`src/rtl/mem_bus_pkg.sv`:
```
// Shared types for the IFU/LSU memory bus arbiter: request/response payloads,
// owner identity and arbiter FSM states.
package mem_bus_pkg;

  typedef struct packed {
    logic [31:0] addr;
    logic [31:0] wdata;
    logic [3:0]  wstrb;
    logic        wen;
  } mem_req_t;

  typedef struct packed {
    logic [31:0] rdata;
    logic        err;
  } mem_rsp_t;

  typedef enum logic {
    OWN_IFU,
    OWN_LSU
  } owner_e;

  typedef enum logic [2:0] {
    S_IDLE,
    S_REQ,
    S_RSP,
    S_ERR,
    S_DRAIN
  } state_e;

  localparam mem_rsp_t RSP_ERR = '{rdata: 32'h0, err: 1'b1};

endpackage

```
`src/rtl/rr_arb2.sv`:
```
// Two-way round-robin pick between IFU and LSU with a registered last-grant
// pointer; the pointer only moves when the caller commits the pick.
module rr_arb2
  import mem_bus_pkg::*;
#(
  parameter bit LSU_FIRST = 1'b1
) (
  input  logic clk,
  input  logic rst,
  input  logic req_ifu,
  input  logic req_lsu,
  input  logic update,
  output logic pick_lsu
);

  localparam owner_e LAST_RESET = LSU_FIRST ? OWN_IFU : OWN_LSU;

  owner_e last;
  owner_e pick;

  always_comb begin
    pick = OWN_IFU;
    if (req_ifu && req_lsu) begin
      pick = (last == OWN_IFU) ? OWN_LSU : OWN_IFU;
    end else if (req_lsu) begin
      pick = OWN_LSU;
    end
  end

  assign pick_lsu = (pick == OWN_LSU);

  always_ff @(posedge clk or negedge rst) begin
    if (!rst) begin
      last <= LAST_RESET;
    end else if (update) begin
      last <= pick;
    end
  end

endmodule

```
`src/rtl/mem_bus_arbiter.sv`:
```
// Shares one memory slave port between IFU and LSU: one outstanding transaction,
// ownership held until the response handshake, watchdog-generated error response.
module mem_bus_arbiter
  import mem_bus_pkg::*;
#(
  parameter int unsigned TIMEOUT   = 255,
  parameter bit          LSU_FIRST = 1'b1
) (
  input  logic        clk,
  input  logic        rst,
  input  logic        ifu_req_valid,
  output logic        ifu_req_ready,
  input  logic [68:0] ifu_req,
  output logic        ifu_rsp_valid,
  input  logic        ifu_rsp_ready,
  output logic [32:0] ifu_rsp,
  input  logic        lsu_req_valid,
  output logic        lsu_req_ready,
  input  logic [68:0] lsu_req,
  output logic        lsu_rsp_valid,
  input  logic        lsu_rsp_ready,
  output logic [32:0] lsu_rsp,
  output logic        mem_req_valid,
  input  logic        mem_req_ready,
  output logic [68:0] mem_req,
  input  logic        mem_rsp_valid,
  output logic        mem_rsp_ready,
  input  logic [32:0] mem_rsp,
  output logic        busy
);

  localparam int unsigned WDW = (TIMEOUT > 0) ? $clog2(TIMEOUT + 1) : 1;
  localparam logic [WDW-1:0] WD_LAST = (TIMEOUT > 0) ? WDW'(TIMEOUT - 1) : '0;

  state_e         state;
  owner_e         owner;
  logic [WDW-1:0] wdog;

  mem_req_t own_req;
  logic     own_rsp_ready;
  logic     any_req;
  logic     pick_lsu;

  assign any_req       = ifu_req_valid | lsu_req_valid;
  assign own_req       = (owner == OWN_LSU) ? mem_req_t'(lsu_req) : mem_req_t'(ifu_req);
  assign own_rsp_ready = (owner == OWN_LSU) ? lsu_rsp_ready : ifu_rsp_ready;

  rr_arb2 #(.LSU_FIRST(LSU_FIRST)) u_arb (
    .clk      (clk),
    .rst      (rst),
    .req_ifu  (ifu_req_valid),
    .req_lsu  (lsu_req_valid),
    .update   ((state == S_IDLE) && any_req),
    .pick_lsu (pick_lsu)
  );

  always_ff @(posedge clk or negedge rst) begin
    if (!rst) begin
      state <= S_IDLE;
      owner <= OWN_IFU;
      wdog  <= '0;
    end else begin
      case (state)
        S_IDLE: begin
          if (any_req) begin
            owner <= pick_lsu ? OWN_LSU : OWN_IFU;
            state <= S_REQ;
          end
        end
        S_REQ: begin
          if (mem_req_ready) begin
            wdog  <= '0;
            state <= S_RSP;
          end
        end
        S_RSP: begin
          // A response landing in the expiry cycle still completes normally.
          if (mem_rsp_valid && own_rsp_ready) begin
            state <= S_IDLE;
          end else begin
            if (wdog != '1) wdog <= wdog + WDW'(1);
            if ((TIMEOUT != 0) && (wdog == WD_LAST)) state <= S_ERR;
          end
        end
        S_ERR: begin
          if (own_rsp_ready) state <= S_DRAIN;
        end
        S_DRAIN: begin
          if (mem_rsp_valid) state <= S_IDLE;
        end
        default: state <= S_IDLE;
      endcase
    end
  end

  always_comb begin
    ifu_req_ready = 1'b0;
    lsu_req_ready = 1'b0;
    ifu_rsp_valid = 1'b0;
    lsu_rsp_valid = 1'b0;
    ifu_rsp       = '0;
    lsu_rsp       = '0;
    mem_req_valid = 1'b0;
    mem_req       = '0;
    mem_rsp_ready = 1'b0;
    case (state)
      S_REQ: begin
        mem_req_valid = 1'b1;
        mem_req       = own_req;
        if (owner == OWN_LSU) lsu_req_ready = mem_req_ready;
        else                  ifu_req_ready = mem_req_ready;
      end
      S_RSP: begin
        mem_rsp_ready = own_rsp_ready;
        if (owner == OWN_LSU) begin
          lsu_rsp_valid = mem_rsp_valid;
          lsu_rsp       = mem_rsp;
        end else begin
          ifu_rsp_valid = mem_rsp_valid;
          ifu_rsp       = mem_rsp;
        end
      end
      S_ERR: begin
        if (owner == OWN_LSU) begin
          lsu_rsp_valid = 1'b1;
          lsu_rsp       = RSP_ERR;
        end else begin
          ifu_rsp_valid = 1'b1;
          ifu_rsp       = RSP_ERR;
        end
      end
      S_DRAIN: mem_rsp_ready = 1'b1;
      default: ;
    endcase
  end

  assign busy = (state != S_IDLE);

endmodule

```
`config.mk`:
```
export PLATFORM = sky130hd
export DESIGN_NAME = mem_bus_arbiter
export DESIGN_NICKNAME = d
export VERILOG_FILES = /design/src/rtl/mem_bus_pkg.sv /design/src/rtl/rr_arb2.sv /design/src/rtl/mem_bus_arbiter.sv
export SDC_FILE = /design/constraint.sdc
export NUM_CORES = 1
export LEC_CHECK = 0
export CORE_AREA = 3 3 124 126
export CTS_CLUSTER_SIZE = 12
export DETAILED_ROUTE_END_ITERATION = 7
export DIE_AREA = 0 0 127 129
export HOLD_SLACK_MARGIN = 0.05
export MAX_ROUTING_LAYER = met4
export SLEW_MARGIN = 10
export SYNTH_ARGS = -nofsm -noshare
export SYNTH_HDL_FRONTEND = slang
export SYNTH_HIERARCHICAL = 1
export SYNTH_SLANG_ARGS = --single-unit
```
`constraint.sdc`:
```
create_clock -name clk -period 2 [get_ports clk]
set_input_delay 0.4 -clock clk [delete_from_list [all_inputs] [get_ports clk]]
set_output_delay 0.4 -clock clk [all_outputs]
set_load 0.02 [all_outputs]
```
==> flow_metrics.env, run 1 <==
export IMPL_max_slew_margin_pct=56.88
export IMPL_grt_pass1_vias=4121
export IMPL_finalSetupViolations=106
export IMPL_synth_distinct_cells=36
export IMPL_hold_ws_ns=0.5527
export IMPL_gp_congestion=0.8237
export IMPL_dieArea_mm2=0.01638
export IMPL_yosys_area_share_simple_pct=41.69
export IMPL_fin_area_mm2=0.007651
export IMPL_drc=0
export IMPL_avgRoutedWirePerCell_um=20.06
export IMPL_drt_iter0_drc=135
export IMPL_synth_top_family_by_area="simple AND/OR/NAND/NOR gates"
export IMPL_met3_length_um=895
export IMPL_ir_worst_vdd_v=0.001104
export IMPL_status="finished with violations"
export IMPL_grt_ovfl_total=0
export IMPL_antenna_found_initial=0
export IMPL_synth_nets=511
export IMPL_m1WireLength_um=6608
export IMPL_drtPass1Iterations=4
export IMPL_avgSynthCellArea_um2=7.094
export IMPL_n_antenna_cell=0
export IMPL_seq_area_frac_synth_pct=13.90
export IMPL_synth_mux_area_share_pct=32.18
export IMPL_pwr_share_comb_pct=92.1
export IMPL_finalCritPeriodShare_pct=108.0
export IMPL_finClkSkew_ns=0.002289
export IMPL_num_io_pins=321
export IMPL_via_per_inst=4.469
export IMPL_synth_compound_gate_area_share_pct=4.543
export IMPL_dpl_hpwl_um=12580
export IMPL_crit_path_end_kind="output port"
export IMPL_rows=44
export IMPL_p_int_mw=5.443
export IMPL_hold_viol=0
export IMPL_synth_edff_count=0
export IMPL_critPathKind="register to output port"
export IMPL_clock_sinks=13
export IMPL_fin_util_pct=53.04
export IMPL_die_x_um=127
export IMPL_synth_seq_cells=13
export IMPL_die_h_um=129
export IMPL_placed_cell_area_mm2=0.005923
export IMPL_grt_pass1_wl_um=23600
export IMPL_synthesis_area_mm2=0.002341
export IMPL_grt_max_degree=32
export IMPL_switchingPower_mw=4.675
export IMPL_sw_frac_of_total_pct=46.21
export IMPL_min_path_type="input port to async pin"
export IMPL_maxCapViolCount=0
export IMPL_htreeDepth=1
export IMPL_syn2layout_area_growth_pct=226.8
export IMPL_p_seq_share_pct=4.1
export IMPL_met2_wirelength_um=9572
export IMPL_tightest_slew_ns=0.6448
export IMPL_worstPathArrival_ns=1.76
export IMPL_ys_flop_type="dfrtp_1"
export IMPL_worstSkewPairLatency_ns=0.25
export IMPL_wirelength_um=17570
export IMPL_fmax_mhz=463.1
export IMPL_layout_drive_gt1_share_pct=53.03
export IMPL_root_buffer="clkbuf_16"
export IMPL_pwr_density_cell_mw_per_mm2=1322
export IMPL_syn_inst=330
export IMPL_setup_tns_ns=-9.451
export IMPL_maxUsedRoutingLayer="met4"
export IMPL_cts_max_path_buffers=2
export IMPL_fin_crit_ns=2.160
export IMPL_clk_pin_slew_ns=0.05
export IMPL_dp_slack_ns=-0.4569
export IMPL_grt_setup_unrepaired="true"
export IMPL_track_usage_pct=19.10
export IMPL_num_vias=3915
export IMPL_final_max_slew_viol_count=0
export IMPL_portBuffers=320
export IMPL_layout_commonest_cell="clkdlybuf4s50_1"
export IMPL_synth_xor_area_share_pct=0.7483
export IMPL_numCtsBuffers=3
export IMPL_ant_nets=0
export IMPL_nets=874
export IMPL_synthArstFlopShare_pct=100.0
export IMPL_leakage_nw=3.294
export IMPL_yosys_warnings=6
export IMPL_critPathLaunchType="register"
export IMPL_start_util_pct=16.23
export IMPL_cts_tree="done"
export IMPL_cp_required_ns=1.60
export IMPL_core_mm2=0.01442
export IMPL_violations="negative setup slack"
export IMPL_postCtsHoldBufs=0
export IMPL_setup_ws_ns=-0.1595
export IMPL_layout_common_cells="clkdlybuf4s50_1, buf_6, nor2_4"
export IMPL_synth_adder_area_share_pct=1.069
export IMPL_worst_path_max_fanout=7
export IMPL_clkPwrFrac_pct=3.9
-- power by group through the flow --
| stage | clock network, mW | registers, mW | logic, mW |
|---|---|---|---|
| after detailed placement | 0 | 0.413 | 5.92 |
| after global placement | 0 | 0.411 | 5.86 |
| after global routing | 0.407 | 0.423 | 9.73 |
| after floorplan | 0 | 0.366 | 3.06 |
| after CTS | 0.398 | 0.412 | 7.55 |
| final | 0.390 | 0.411 | 9.32 |
-- worst paths after layout --
check                      startpoint     endpoint  slack [ns]  cells after the start
min in group clk           u_arb/last   u_arb/last        0.56                      1
max                          state[2]  mem_req[63]       -0.16                      5
min                               rst      wdog[0]        0.55                      1
max in group asynchronous         rst        owner        0.97                      1
min reg2reg                u_arb/last   u_arb/last        0.56                      1
max reg2reg                     owner      wdog[2]        0.07                      8
-- kinds of logic after synthesis --
family	count (synthesis)
simple gates	188
mux	74
buf+inv	33
compound gates	18
flops	13
xor+xnor	2
fa+ha+maj	2
-- metrics by stage --
stage | power [mW] | cells
2_1_floorplan | 3.430 | 330
3_3_place_gp | 6.275 | 833
3_5_place_dp | 6.331 | 833
4_1_cts | 8.361 | 867
5_1_grt | 10.56 | 876
6_report | 10.12 | 876
-- final cells by class --
| class | count | area, µm² |
|---|---|---|
| clock buffers | 4 | 78.83 |
| fillers | 1322 | 6773 |
| inverters | 5 | 31.28 |
| multi-input cells | 284 | 2651 |
| flip-flops and latches | 13 | 329.1 |
| well taps | 184 | 230.2 |
| repair buffers | 386 | 4330 |
-- synth_stat cells, types with 2 or more instances --
library cell | n | area [µm²]
a21oi_1 | 7 | 35.03
nand2_1 | 6 | 22.52
ha_1 | 2 | 25.02
mux2_4 | 2 | 30.03
mux2i_1 | 70 | 700.7
nand4_1 | 8 | 50.05
clkbuf_1 | 21 | 78.83
nor2_1 | 82 | 307.8
or3_1 | 7 | 43.79
o21ai_0 | 7 | 35.03
dfrtp_1 | 13 | 325.3
and2_1 | 32 | 200.2
and3_1 | 37 | 231.5
nor3_1 | 2 | 10.01
nand2b_1 | 2 | 12.51
nand3_1 | 3 | 15.01
xor2_1 | 2 | 17.52
inv_1 | 5 | 18.77
buf_2 | 5 | 25.02
-- flip-flops by register name, indices dropped and copies added (netlist names) --
name / count
wdog: 8
state: 3
owner: 1
u_arb/last: 1
-- timing repair --
item,CTS,global route
setup buffers,17,8
cloned,13,7
endpoints found under the setup margin,142,141
hold endpoints to repair,0,0
pin swaps,29,52
resized for setup,810,240
-- worst max-delay path: stages (launching register included) --
cell and delay [ns]:
dfrtp_1 0.41, or3_4 0.51, buf_12 0.17, buf_8 0.13
nor2_1 0.12, buf_4 0.15
-- layer usage --
layer  global-route usage [%]  vias up
met5                        -        -
met4                    5.741        0
met3                    3.238       36
met2                    34.43      170
met1                    21.64     1837
li1                         -     1872
Power figures use the tool's default switching activity.
==> inputs of run 2 (changes only) <==
CELL_PAD_IN_SITES_DETAIL_PLACEMENT = 1   (was not set)
CELL_PAD_IN_SITES_GLOBAL_PLACEMENT = 2   (was not set)
CORE_AREA = not set   (was 3 3 124 126)
CORE_MARGIN = 3   (was not set)
CORE_UTILIZATION = 10   (was not set)
DIE_AREA = not set   (was 0 0 127 129)
PLACE_DENSITY_LB_ADDON = 0.1   (was not set)
SKIP_CTS_REPAIR_TIMING = 1   (was not set)
SLEW_MARGIN = not set   (was 10)
==> run 2 against run 1 <==
The run still ends with negative setup slack left. Combinational power shrank 22%. Largest cell class unchanged. Cell area shrank 14%. Critical path type unchanged. Register-to-register slack lost 0.09 ns. Critical endpoint is now mem_req[0]. Non-clock buffer count shrank 12. Wire length grew 5.0%. Via count shrank 3.2%. Sequential share of layout area grew 0.73 points. Global-route usage shrank 6.0 points. Count of clock-buffer cells in the layout shrank 1. Sequential power shrank 3%.
==> flow_metrics.env, run 2 (synthesis results as in run 1) <==
export IMPL_rr_worst_depth=6
export IMPL_drtPass1Iterations=4
export IMPL_r2r_end="wdog[1]"
export IMPL_status="finished with violations"
export IMPL_finalCritPeriodShare_pct=113.9
export IMPL_portBuffers=320
export IMPL_fin_crit_ns=2.277
export IMPL_maxUsedRoutingLayer="met4"
export IMPL_setup_ws_ns=-0.2775
export IMPL_nets=862
export IMPL_startpoint="state[0]"
export IMPL_drc=0
export IMPL_root_buffer="clkbuf_16"
export IMPL_met2_wirelength_um=10420
export IMPL_dpl_hpwl_um=14780
export IMPL_largest_register_ffs=8
export IMPL_grt_setup_unrepaired="true"
export IMPL_drt_iter0_drc=79
export IMPL_p_total_mw=8.060
export IMPL_start_util_pct=10.25
export IMPL_antenna_found_initial=1
export IMPL_finalSetupViolations=112
export IMPL_grt_pass1_vias=4085
export IMPL_layout_common_cells="clkdlybuf4s50_1, buf_4, mux2i_1"
export IMPL_multi_input_area_mm2=0.002058
export IMPL_track_usage_pct=13.11
export IMPL_htreeDepth=1
export IMPL_grt_max_degree=48
export IMPL_critPathKind="register to output port"
export IMPL_clk_pin_slew_ns=0.05
export IMPL_core_mm2=0.02285
export IMPL_layout_commonest_cell="clkdlybuf4s50_1"
export IMPL_gp_congestion=0.7782
export IMPL_cts_max_path_buffers=2
export IMPL_regArea_um2=329.1
export IMPL_pwr_density_cell_mw_per_mm2=1232
export IMPL_met3_length_um=1584
export IMPL_cp_required_ns=1.60
export IMPL_r2r_setup_slack_ns=-0.02
export IMPL_ir_worst_vdd_v=0.0004416
export IMPL_tightest_slew_ns=0.3417
export IMPL_die_h_um=159.0
export IMPL_grt_ovfl_total=0
export IMPL_wirelength_um=18450
export IMPL_layout_drive_gt1_share_pct=32.79
export IMPL_critPathLaunchType="register"
export IMPL_num_io_pins=321
export IMPL_min_path_type="input port to async pin"
export IMPL_numCtsBuffers=3
export IMPL_m1WireLength_um=6341
export IMPL_rows=55
export IMPL_syn2layout_area_growth_pct=179.5
export IMPL_finClkSkew_ns=0.002630
export IMPL_fmax_mhz=439.1
export IMPL_grt_pass1_wl_um=25160
export IMPL_clock_sinks=13
export IMPL_via_per_inst=3.814
export IMPL_max_slew_margin_pct=76.57
export IMPL_worstSkewPairLatency_ns=0.25
export IMPL_die_x_um=159.0
export IMPL_fillers=2750
export IMPL_top_regs="wdog: 8 flops, state: 3 flops"
export IMPL_final_max_slew_viol_count=0
export IMPL_violations="negative setup slack"
export IMPL_leakage_nw=3.417
export IMPL_maxCapViolCount=0
export IMPL_top_register="wdog"
export IMPL_worstPathArrival_ns=1.88
export IMPL_crit_path_end_kind="output port"
export IMPL_hold_viol=0
export IMPL_worst_path_max_fanout=7
export IMPL_hold_ws_ns=0.4721
export IMPL_avgRoutedWirePerCell_um=18.56
export IMPL_ant_nets=0
export IMPL_num_vias=3791
export IMPL_dieArea_mm2=0.02528
export IMPL_cts_tree="done"
export IMPL_rr_startpoint="owner"
==> run 2: cell types whose count changed in the layout (fill, tap and decap cells not counted), sizes merged <==
cell and change:
dlymetal6s2s +27, clkbuf +27, clkdlybuf4s15 -1, dlygate4sd2 -1, diode +1, buf -65
inv +1, clkdlybuf4s50 +1, bufbuf -1
==> run 2: area by class of cell <==
cell class,count,area share (%)
repair buffers,374,55.98
multi-input cells,284,31.45
well taps,313,5.985
flip-flops and latches,13,5.029
clock buffers,3,1.147
inverters,5,0.2868
clock inverters,1,0.07648
diodes,1,0.03824
==> run 2: worst max-delay path by stage <==
stage / to / slack [ns] / cells after the start
4_1_cts: lsu_req_ready / -0.75 / 6
3_5_place_dp: lsu_req_ready / -0.47 / 6
5_1_grt: lsu_rsp_valid / -0.37 / 4
6_report: mem_req[0] / -0.28 / 8
3_3_place_gp: lsu_req_ready / -0.44 / 6
2_1_floorplan: mem_req[10] / 0.06 / 5
==> run 2: critical path, stage by stage (launching register included) <==
cell	delay, ns
dfrtp_1	0.40
inv_2	0.05
or3_4	0.40
buf_6	0.14
buf_12	0.14
buf_12	0.15
buf_6	0.12
nor2_4	0.10
buf_6	0.13
==> run 2: power by group <==
group | switching (mW) | internal (mW)
registers | 0.0731 | 0.327
logic | 3.72 | 3.55
clock network | 0.129 | 0.267
total | 3.92 | 4.14
==> run 2: layer usage <==
layer  up-vias  global-route usage [%]
met4         0                   1.035
met2       149                   25.72
met5         -                       -
li1       1838                       -
met1      1798                   12.44
met3         6                   5.307
==> run 2: per-stage QoR <==
| stage | util [%] | setup WS [ns] | instance area, µm² | instances | setup TNS, ns |
|---|---|---|---|---|---|
| after global routing | 28.64 | -0.3656 | 6544 | 994 | -25.13 |
| after global placement | 26.89 | -0.4388 | 6145 | 968 | -40.39 |
| after CTS | 27.25 | -0.7518 | 6225 | 972 | -81.04 |
| final | 28.64 | -0.2775 | 6544 | 994 | -14.54 |
| after detailed placement | 26.89 | -0.4675 | 6145 | 968 | -43.16 |
| after floorplan | - | 0.06078 | 2341 | 330 | 0 |
